===== src/rtl/riscv_v_pkg.sv =====
// Shared vector-unit types: the writeback-stage FIFO entry and its sizing limits.
package riscv_v_pkg;

  localparam int unsigned V_VLEN         = 128;
  localparam int unsigned V_XLEN         = 32;
  localparam int unsigned V_WB_DEPTH_MAX = 4;

  // One execute result beat as held in the writeback FIFO.
  typedef struct packed {
    logic                  is_v2i;
    logic [4:0]            vd;
    logic [4:0]            rd;
    logic [V_VLEN-1:0]     data;
    logic [V_VLEN/8-1:0]   byte_en;
    logic [V_XLEN-1:0]     int_data;
  } v_wb_entry_t;

endpackage


===== src/rtl/riscv_v_wb_fifo.sv =====
// In-order FIFO of writeback entries; the head is read straight from storage.
module riscv_v_wb_fifo
  import riscv_v_pkg::*;
#(
  parameter int unsigned DEPTH = 2  // 2..V_WB_DEPTH_MAX
) (
  input  logic        clk,
  input  logic        rst,
  input  logic        push,
  input  logic        pop,
  input  v_wb_entry_t entry,
  output v_wb_entry_t head,
  output logic        full,
  output logic        empty
);

  localparam int unsigned PTR_W = $clog2(DEPTH);
  localparam int unsigned CNT_W = $clog2(DEPTH + 1);

  v_wb_entry_t        mem [DEPTH];
  logic [PTR_W-1:0]   wr_ptr;
  logic [PTR_W-1:0]   rd_ptr;
  logic [CNT_W-1:0]   count;
  logic               do_push;
  logic               do_pop;

  function automatic logic [PTR_W-1:0] next_ptr(input logic [PTR_W-1:0] p);
    return (p == PTR_W'(DEPTH - 1)) ? '0 : p + 1'b1;
  endfunction

  assign full    = (count == CNT_W'(DEPTH));
  assign empty   = (count == '0);
  assign do_push = push && !full;
  assign do_pop  = pop && !empty;
  assign head    = mem[rd_ptr];

  always_ff @(posedge clk) begin
    if (rst) begin
      wr_ptr <= '0;
      rd_ptr <= '0;
      count  <= '0;
    end else begin
      if (do_push) wr_ptr <= next_ptr(wr_ptr);
      if (do_pop)  rd_ptr <= next_ptr(rd_ptr);
      case ({do_push, do_pop})
        2'b10:   count <= count + 1'b1;
        2'b01:   count <= count - 1'b1;
        default: count <= count;
      endcase
    end
  end

  // NOTE: storage is deliberately not reset; the cleared count keeps stale
  // contents invisible, and omitting reset lets it map onto plain flops/RAM.
  always_ff @(posedge clk) begin
    if (do_push) mem[wr_ptr] <= entry;
  end

endmodule


===== src/rtl/riscv_v_exe_wb_stage.sv =====
// Vector writeback stage: buffers execute beats, drains them in order to the
// VRF or scalar write port, and tracks pending vreg writes for hazard checks.
module riscv_v_exe_wb_stage
  import riscv_v_pkg::*;
#(
  parameter int unsigned VLEN     = V_VLEN,
  parameter int unsigned XLEN     = V_XLEN,
  parameter int unsigned DEPTH    = 2,
  parameter int unsigned VREG_NUM = 32
) (
  input  logic                clk,
  input  logic                rst,
  input  logic                valid_exe,
  output logic                ready_exe,
  input  logic                is_v2i_exe,
  input  logic [4:0]          vd_exe,
  input  logic [4:0]          rd_exe,
  input  logic [VLEN-1:0]     result_exe,
  input  logic [VLEN/8-1:0]   byte_en_exe,
  input  logic [XLEN-1:0]     int_result_exe,
  output logic                vrf_wr_en_wb,
  input  logic                vrf_wr_ready_wb,
  output logic [4:0]          vrf_wr_addr_wb,
  output logic [VLEN-1:0]     vrf_wr_data_wb,
  output logic [VLEN/8-1:0]   vrf_wr_be_wb,
  output logic                int_wr_valid_wb,
  input  logic                int_wr_ready_wb,
  output logic [4:0]          int_wr_addr_wb,
  output logic [XLEN-1:0]     int_wr_data_wb,
  output logic [VREG_NUM-1:0] vreg_busy_wb
);

  localparam int unsigned CNT_W = $clog2(DEPTH + 1);

  v_wb_entry_t      in_entry;
  v_wb_entry_t      head;
  logic             full;
  logic             empty;
  logic             push;
  logic             pop;
  logic             head_vec;
  logic             head_vrf_write;
  logic [CNT_W-1:0] cnt      [VREG_NUM];
  logic [CNT_W-1:0] cnt_next [VREG_NUM];

  always_comb begin
    in_entry          = '0;
    in_entry.is_v2i   = is_v2i_exe;
    in_entry.vd       = vd_exe;
    in_entry.rd       = rd_exe;
    in_entry.data     = result_exe;
    in_entry.byte_en  = byte_en_exe;
    in_entry.int_data = int_result_exe;
  end

  // ready comes only from the stored count, so a full FIFO never accepts even
  // when its head drains in the same cycle.
  assign ready_exe = !full;
  assign push      = valid_exe && !full;

  riscv_v_wb_fifo #(.DEPTH(DEPTH)) u_fifo (
    .clk   (clk),
    .rst   (rst),
    .push  (push),
    .pop   (pop),
    .entry (in_entry),
    .head  (head),
    .full  (full),
    .empty (empty)
  );

  assign head_vec       = !empty && !head.is_v2i;
  assign head_vrf_write = head_vec && (head.byte_en != '0);

  // A fully masked vector beat has nothing to write and retires unconditionally.
  always_comb begin
    pop = 1'b0;
    if (!empty) begin
      if (head.is_v2i)            pop = int_wr_ready_wb;
      else if (head.byte_en == '0) pop = 1'b1;
      else                        pop = vrf_wr_ready_wb;
    end
  end

  // NOTE: every output gets a default before the conditional so no latch is
  // inferred and idle ports read as zero.
  always_comb begin
    vrf_wr_en_wb    = 1'b0;
    vrf_wr_addr_wb  = '0;
    vrf_wr_data_wb  = '0;
    vrf_wr_be_wb    = '0;
    int_wr_valid_wb = 1'b0;
    int_wr_addr_wb  = '0;
    int_wr_data_wb  = '0;
    if (head_vrf_write) begin
      vrf_wr_en_wb   = 1'b1;
      vrf_wr_addr_wb = head.vd;
      vrf_wr_data_wb = head.data;
      vrf_wr_be_wb   = head.byte_en;
    end else if (!empty && head.is_v2i) begin
      int_wr_valid_wb = 1'b1;
      int_wr_addr_wb  = head.rd;
      int_wr_data_wb  = head.int_data;
    end
  end

  always_comb begin
    for (int r = 0; r < VREG_NUM; r++) begin
      cnt_next[r] = cnt[r];
      case ({push && !is_v2i_exe && (vd_exe == 5'(r)),
             pop && head_vec && (head.vd == 5'(r))})
        2'b10:   cnt_next[r] = cnt[r] + 1'b1;
        2'b01:   cnt_next[r] = cnt[r] - 1'b1;
        default: cnt_next[r] = cnt[r];
      endcase
    end
  end

  // NOTE: sequential state uses non-blocking assignments so every flop samples
  // the pre-edge values regardless of statement order.
  always_ff @(posedge clk) begin
    if (rst) begin
      for (int r = 0; r < VREG_NUM; r++) cnt[r] <= '0;
      vreg_busy_wb <= '0;
    end else begin
      for (int r = 0; r < VREG_NUM; r++) begin
        cnt[r]          <= cnt_next[r];
        vreg_busy_wb[r] <= (cnt_next[r] != '0);
      end
    end
  end

endmodule


===== config.mk =====
export PLATFORM = sky130hd
export DESIGN_NAME = riscv_v_exe_wb_stage
export DESIGN_NICKNAME = d
export VERILOG_FILES = /design/src/rtl/riscv_v_pkg.sv /design/src/rtl/riscv_v_wb_fifo.sv /design/src/rtl/riscv_v_exe_wb_stage.sv
export SDC_FILE = /design/constraint.sdc
export NUM_CORES = 1
export LEC_CHECK = 0
export ABC_AREA = 1
export BUFFER_PORTS_ARGS = -buffer_cell sky130_fd_sc_hd__buf_2
export CORE_UTILIZATION = 45
export CTS_CLUSTER_DIAMETER = 80
export DETAILED_ROUTE_END_ITERATION = 10
export GPL_TIMING_DRIVEN = 1
export PLACE_DENSITY_LB_ADDON = 0.08
export SETUP_SLACK_MARGIN = 0.2
export SLEW_MARGIN = 20
export SYNTH_ARGS = -nofsm -noshare
export SYNTH_HDL_FRONTEND = slang
export SYNTH_SLANG_ARGS = --single-unit

===== constraint.sdc =====
create_clock -name clk -period 11.1 [get_ports clk]
set_input_delay 0 -clock clk [delete_from_list [all_inputs] [get_ports clk]]
set_output_delay 0 -clock clk [all_outputs]
set_load 0.02 [all_outputs]

# Yosys cells after proc, flatten, opt, wreduce, memory -nomap -nowiden
# Memory sizes are Yosys's and may differ from the RTL's. A register that Yosys moved wholly into a read port is not among the register bits.
# Cells that the tools add are included.
# op_classes
addsub	68
eq_ne	129
muxes	87
bitwise	32
reduce_logical	114
# op_table
operator	n
== test 5 bit, second input constant	32
one-hot mux 2 bit (2 select lines)	33
2-to-1 mux 128 bit	1
== test 5 x 4 -> 1 bit, second input constant	16
logical AND 1 bit	72
== test 2 bit, second input constant	34
adder 2 x 1 -> 2 bit, second input constant	33
== test 2 x 1 -> 1 bit, second input constant	33
nonzero test 2 bit	33
subtractor 2 x 1 -> 2 bit, second input constant	33
2-to-1 mux 2 bit	32
2-to-1 mux 32 bit	2
== test 5 x 3 -> 1 bit, second input constant	8
bitwise OR 1 bit	32
== test 5 x 2 -> 1 bit, second input constant	4
zero test 16 bit	1
2-to-1 mux 16 bit	1
nonzero test 16 bit	1
2-to-1 mux 1 bit	15
2-to-1 mux 5 bit	3
== test 5 x 1 -> 1 bit, second input constant	2
zero test 5 bit	2
zero test 1 bit	4
adder 1 bit, second input constant	2
zero test 2 bit	1
# totals
regBits	36
ramBits	438
in_bits	192
out_inout_bits	221
word_cells	436
n_memories	2
# memory_table
name	words	width	read_ports	rd_clocked_by_memory_dff	wr	line	rtl
u_fifo.mem	2	187	1	1	1	riscv_v_wb_fifo.sv:20	v_wb_entry_t mem [DEPTH];
cnt	32	2	32	0	32	riscv_v_exe_wb_stage.sv:43	logic [CNT_W-1:0] cnt [VREG_NUM];

# Longest topological paths before layout
# depth
depth_word	9
depth_mapped	21
mapped_depth_nobuf	18

# Modules after synthesis
# A second synthesis with hierarchy kept.
# unflattened
hier_cells	1779
area_unflattened_um2	20853.8
# modules_own_cells
module	instances	cells_per_inst	area_per_inst_um2	seq_area_each_um2
riscv_v_wb_fifo	1	622	14274.9	11330.9
riscv_v_exe_wb_stage	1	1157	6578.8	1921.8

# Worst setup path after synthesis
# Ideal clock, no wire load.
# synth_timing
path_kind	reg-to-reg
startpoint	reg u_fifo.count[0]
endpoint	mem u_fifo.mem[1][0] (netlist bit), enable pin
setup_time_ps	739
t_arrival_ps	8535
required_ps	10361
path_slack_ps	1826
stages_incl_launch_ff	5
path_buffers	0
synth_period_minus_slack_ps	9274
cell_sequence	dfxtp_1 > inv_1 > nand2_1 > nand2_1 > nor2_1
# synth_via
elab_chain_cells	6
# synth_rtl
element	line	rtl
from (decl)	riscv_v_wb_fifo.sv:23	logic [CNT_W-1:0] count;
from (signal assigned)	riscv_v_wb_fifo.sv:46	2'b10: count <= count + 1'b1;
from (signal assigned)	riscv_v_wb_fifo.sv:47	2'b01: count <= count - 1'b1;
from (signal assigned)	riscv_v_wb_fifo.sv:48	default: count <= count;
== test 2 bit (*)	riscv_v_wb_fifo.sv:31	assign full = (count == CNT_W'(DEPTH));
zero test 1 bit (*)	--	
named net ready_exe	riscv_v_exe_wb_stage.sv:14	output logic ready_exe,
logical AND 1 bit	riscv_v_exe_wb_stage.sv:59	assign push = valid_exe && !full;
logical AND 1 bit (*)	riscv_v_wb_fifo.sv:33	assign do_push = push && !full;
2-to-1 mux 1 bit (*)	riscv_v_wb_fifo.sv:56	if (do_push) mem[wr_ptr] <= entry;
2-to-1 mux 1 bit (not written as such) (*)	riscv_v_wb_fifo.sv:56	
to (decl)	riscv_v_wb_fifo.sv:20	
# Mark *: on every way through the listed nets, which the timed path passes. The rest lies on a longest branch.

==> parameters.txt <==
Parameter                              Value

Run status
  Run status ... complete, no violations

Synth
  Compound-Gate Fraction of Synth Area ... 6.41%
  Area share of the largest cell type after synthesis ... 60.1%
  Instance count of the mapped netlist ... 1654
  Count of cell types in the netlist ... 25
  Leading cell types by count after synthesis ... nand2_1 (542), edfxtp_1 (374), nor2_1 (193)
  Post-synthesis simple-gate area fraction ... 16.7%
  Yosys top cell by area ... edfxtp_1
  Avg Cell Area, Syn ... 11.3 sq um
  Count leader, synth ... nand2_1
  Nets in the synthesized netlist ... 1879
  Post-synthesis sequential area ratio ... 71.0%
  Share of synthesized area spent on multiplexers ... 0.0536%
  Xor and xnor fraction of the mapped netlist area ... 1.50%
  EDFF count, synth ... 374
  Adder-Cell Fraction of Synth Area ... 2.21%
  Synth Register Bits ... 475
  Most used DFF post-synth ... edfxtp_1
  Synth warn ... 0
  Share of flip-flops with an asynchronous set or reset after synthesis ... 0%
  Post-Syn Area ... 0.0187 sq mm
  Largest family of logic cells by synthesized area ... simple AND/OR/NAND/NOR gates
  Top cells by area in the synthesized netlist ... edfxtp_1 (60%), nand2_1 (11%), dfxtp_1 (11%), a21oi_1 (5.1%), nor2_1 (3.9%)

Clock network
  CTS root buf ... clkbuf_16
  Number of buffers created by CTS ... 50
  TritonCTS clock tree ... yes
  # H-tree levels ... 2
  Maximum clock insertion buffer count ... 3
  PostCTS Resize Cnt ... 0
  Clock slew at reported path FFs ... 50 ps
  Clock insertion delay at the later pin of the skew report ... 570 ps
  Clock net sink count ... 475

Worst setup path
  Crit-path max cell delay ... 900 ps
  Category of the worst setup path launch point ... flip-flop
  Worst path required time ... 11100 ps
  CP most frequent cell ... nand2_1
  CP arrival ... 5160 ps
  Setup slack, reg-to-reg ... 6220 ps
  Critical R2R Capture ... vreg_busy_wb[26]
  Endpoint kind of the worst setup timing path ... output pin
  Critical-path cell with the highest stage delay ... buf_4
  Maximum fanout along the worst path ... 89
  Worst Setup Path Type ... flip-flop to output pin
  Cell depth of the worst flop-to-flop path ... 17
  CP cell instances ... buf_4, buf_4, nand2_1, nand2_1, nor2_1, nand2_1, nor2_1, nand2_1, nand2_4, buf_4, nor2_1, buf_2

Global routing
  Total track usage ... 22.5%
  First-pass GRT wire length ... 72900 um
  Pin count of the biggest net entering global routing ... 144
  Number of antenna violations at the first check in global routing ... 4
  Gr ovfl total ... 0
  Number of global-route vias before repair ... 13603

Hold path
  Hold path startpoint ... rst
  Cell count of the worst hold path ... 3
  Hold path endpoint ... cnt[0][2]
  Type of the worst min-delay path ... primary input to flip-flop

Power and ir drop
  Worst vdd rail ir drop ... 0.000166 V
  Switching part of the total ... 34.9%
  Portion of total power attributed to combinational logic ... 29.8%
  Internal power consumption ... 0.00354 W
  Post-layout total power ... 0.00543 W
  Sw power ... 0.00189 W
  Leakage power figure ... 10.0 nW
  Relative contribution of sequential cells to total power ... 41.3%
  Power Density ... 220 mW/mm^2
  Relative contribution of the clock network to total power ... 28.9%

Routing
  Final routed wire length divided by cell count ... 17.2 um
  Via density per instance ... 4.94
  Wire length reported by the detailed router ... 48400 um
  Detailed-route DRC error count ... 0
  Initial DRC count ... 875
  First-pass iteration count of the detailed router ... 5
  Total via count after detailed routing ... 13921
  Final ANT Viol Nets ... 0

Flow run
  Max Cap Violations ... 0

Final layout
  Ratio of cells with drive above 1 in the final layout ... 22.3%
  Finished Layout Cells ... 2818
  NumNets Final ... 2474
  Relative area change from synthesis to final layout ... 32.3%
  Fill cell count ... 3402
  Cell area after layout ... 0.0247 sq mm

Die
  Effective utilization at floorplan ... 45.6%
  Placeable Area ... 0.0409 sq mm
  Total I/O pin count ... 413
  Die Width ... 206 um
  Count of standard-cell rows ... 74
  Total die area ... 0.0423 sq mm
  Die boundary height ... 206 um

STA
  Setup TNS Final ... 0 ps
  Fin crit share ... 46.5%
  Actual transition at the worst max-transition pin ... 1070 ps
  Slew margin rel. ... 28.6%
  Max Clk Rate ... 194 MHz
  Max-slew violation count ... 0
  RSZ-0062 raised after global routing ... no
  Hold violation count in the final report ... 0
  Final worst path period need ... 5160 ps
  Final count of negative-setup-slack endpoints ... 0
  Final Worst Setup Slack ... 5940 ps
  Layout Skew ... 9.52 ps

Placement
  Port Buf Inserts ... 412
  Standard cell area after detailed placement ... 0.0212 sq mm
  GPL Wtd Cong ... 0.792
  Placed wire-length estimate ... 29600 um
  Number of placed instances with taps included ... 2536
  Post-Place Worst Slack ... 6170 ps
[state kept, by name, indices dropped and copies added (netlist names), named ones only]
register / flops
cnt: 64
u_fifo.mem: 374
u_fifo.count: 2
vreg_busy_wb: 32
u_fifo.rd_ptr: 1
u_fifo.wr_ptr: 1
[per-layer routing]
metal  vias up  routed length (um)  GRT usage, %
li1       6848                   -             -
met1      6551               19900          28.1
met2       428               23200          36.9
met3        94                3790          5.88
met4         0                1570          9.15
met5         -                   0             0
[critical path, delay by kind of cell, from the launching register on]
kind	cells	cell delay, ps
flops	1	540
simple gates	8	1390
buf+inv	4	2510
[kinds of logic after synthesis]
| group | count (synthesis) |
|---|---|
| simple gates | 786 |
| compound gates | 231 |
| buf+inv | 96 |
| fa+ha+maj | 33 |
| flops | 475 |
| mux | 1 |
| xor+xnor | 32 |
[repair_timing]
action | in CTS | in global routing
setup buffers | 0 | 0
hold buffers | 192 | 0
endpoints found under the hold margin | 378 | 0
[power groups by stage]
| stage | clock [W] | combinational [W] | sequential, W |
|---|---|---|---|
| floorplan | 0 | 0.000996 | 0.00232 |
| global placement | 0 | 0.00156 | 0.00227 |
| detailed placement | 0 | 0.00157 | 0.00228 |
| CTS | 0.00161 | 0.00163 | 0.00224 |
| global route | 0.00168 | 0.00177 | 0.00226 |
| finish | 0.00157 | 0.00162 | 0.00224 |
[metrics by stage]
stage	util [%]	hold WS, ps
floorplan	-	98.9
global placement	51.9	188
detailed placement	51.9	191
CTS	60.3	48.4
global route	60.4	92.7
finish	60.4	70.1
[cell type report]
cell class                      count  area, sq um  area share [%]
Sequential cell                   475        13300            53.7
Tap cell                          532          666            2.69
Timing Repair Buffer              619         4130            16.7
Clock buffer                       71         1410            5.72
Multi-Input combinational cell   1083         5040            20.4
Antenna cell                        4         10.0          0.0405
Inverter                           20         80.1           0.324
Clock inverter                     14          109           0.441
[how the worst max path moves through the flow]
stage / from / endpoint / slack (ps) / cells after the start
5_1_grt: flip-flop / vrf_wr_data_wb[23] / 5520 / 12
3_3_place_gp: flip-flop / vreg_busy_wb[27] / 6260 / 17
6_report: flip-flop / vrf_wr_addr_wb[4] / 5940 / 12
3_5_place_dp: flip-flop / vreg_busy_wb[28] / 6170 / 17
4_1_cts: flip-flop / vrf_wr_data_wb[2] / 5770 / 12
2_1_floorplan: u_fifo.count[0] / u_fifo.mem[1][0] / 1830 / 4
[cells in the final DEF (no fill, tap or decap), types with 30 or more instances in the layout]
cell,n
a21oi_1,189
buf_2,412
clkbuf_16,53
dfxtp_1,100
dlygate4sd3_1,192
edfxtp_1,374
ha_1,33
nand2_1,541
nor2_1,191
nor3b_1,30
o22ai_1,32
xor2_1,32
Note: power is estimated with default switching activity, not from simulation.
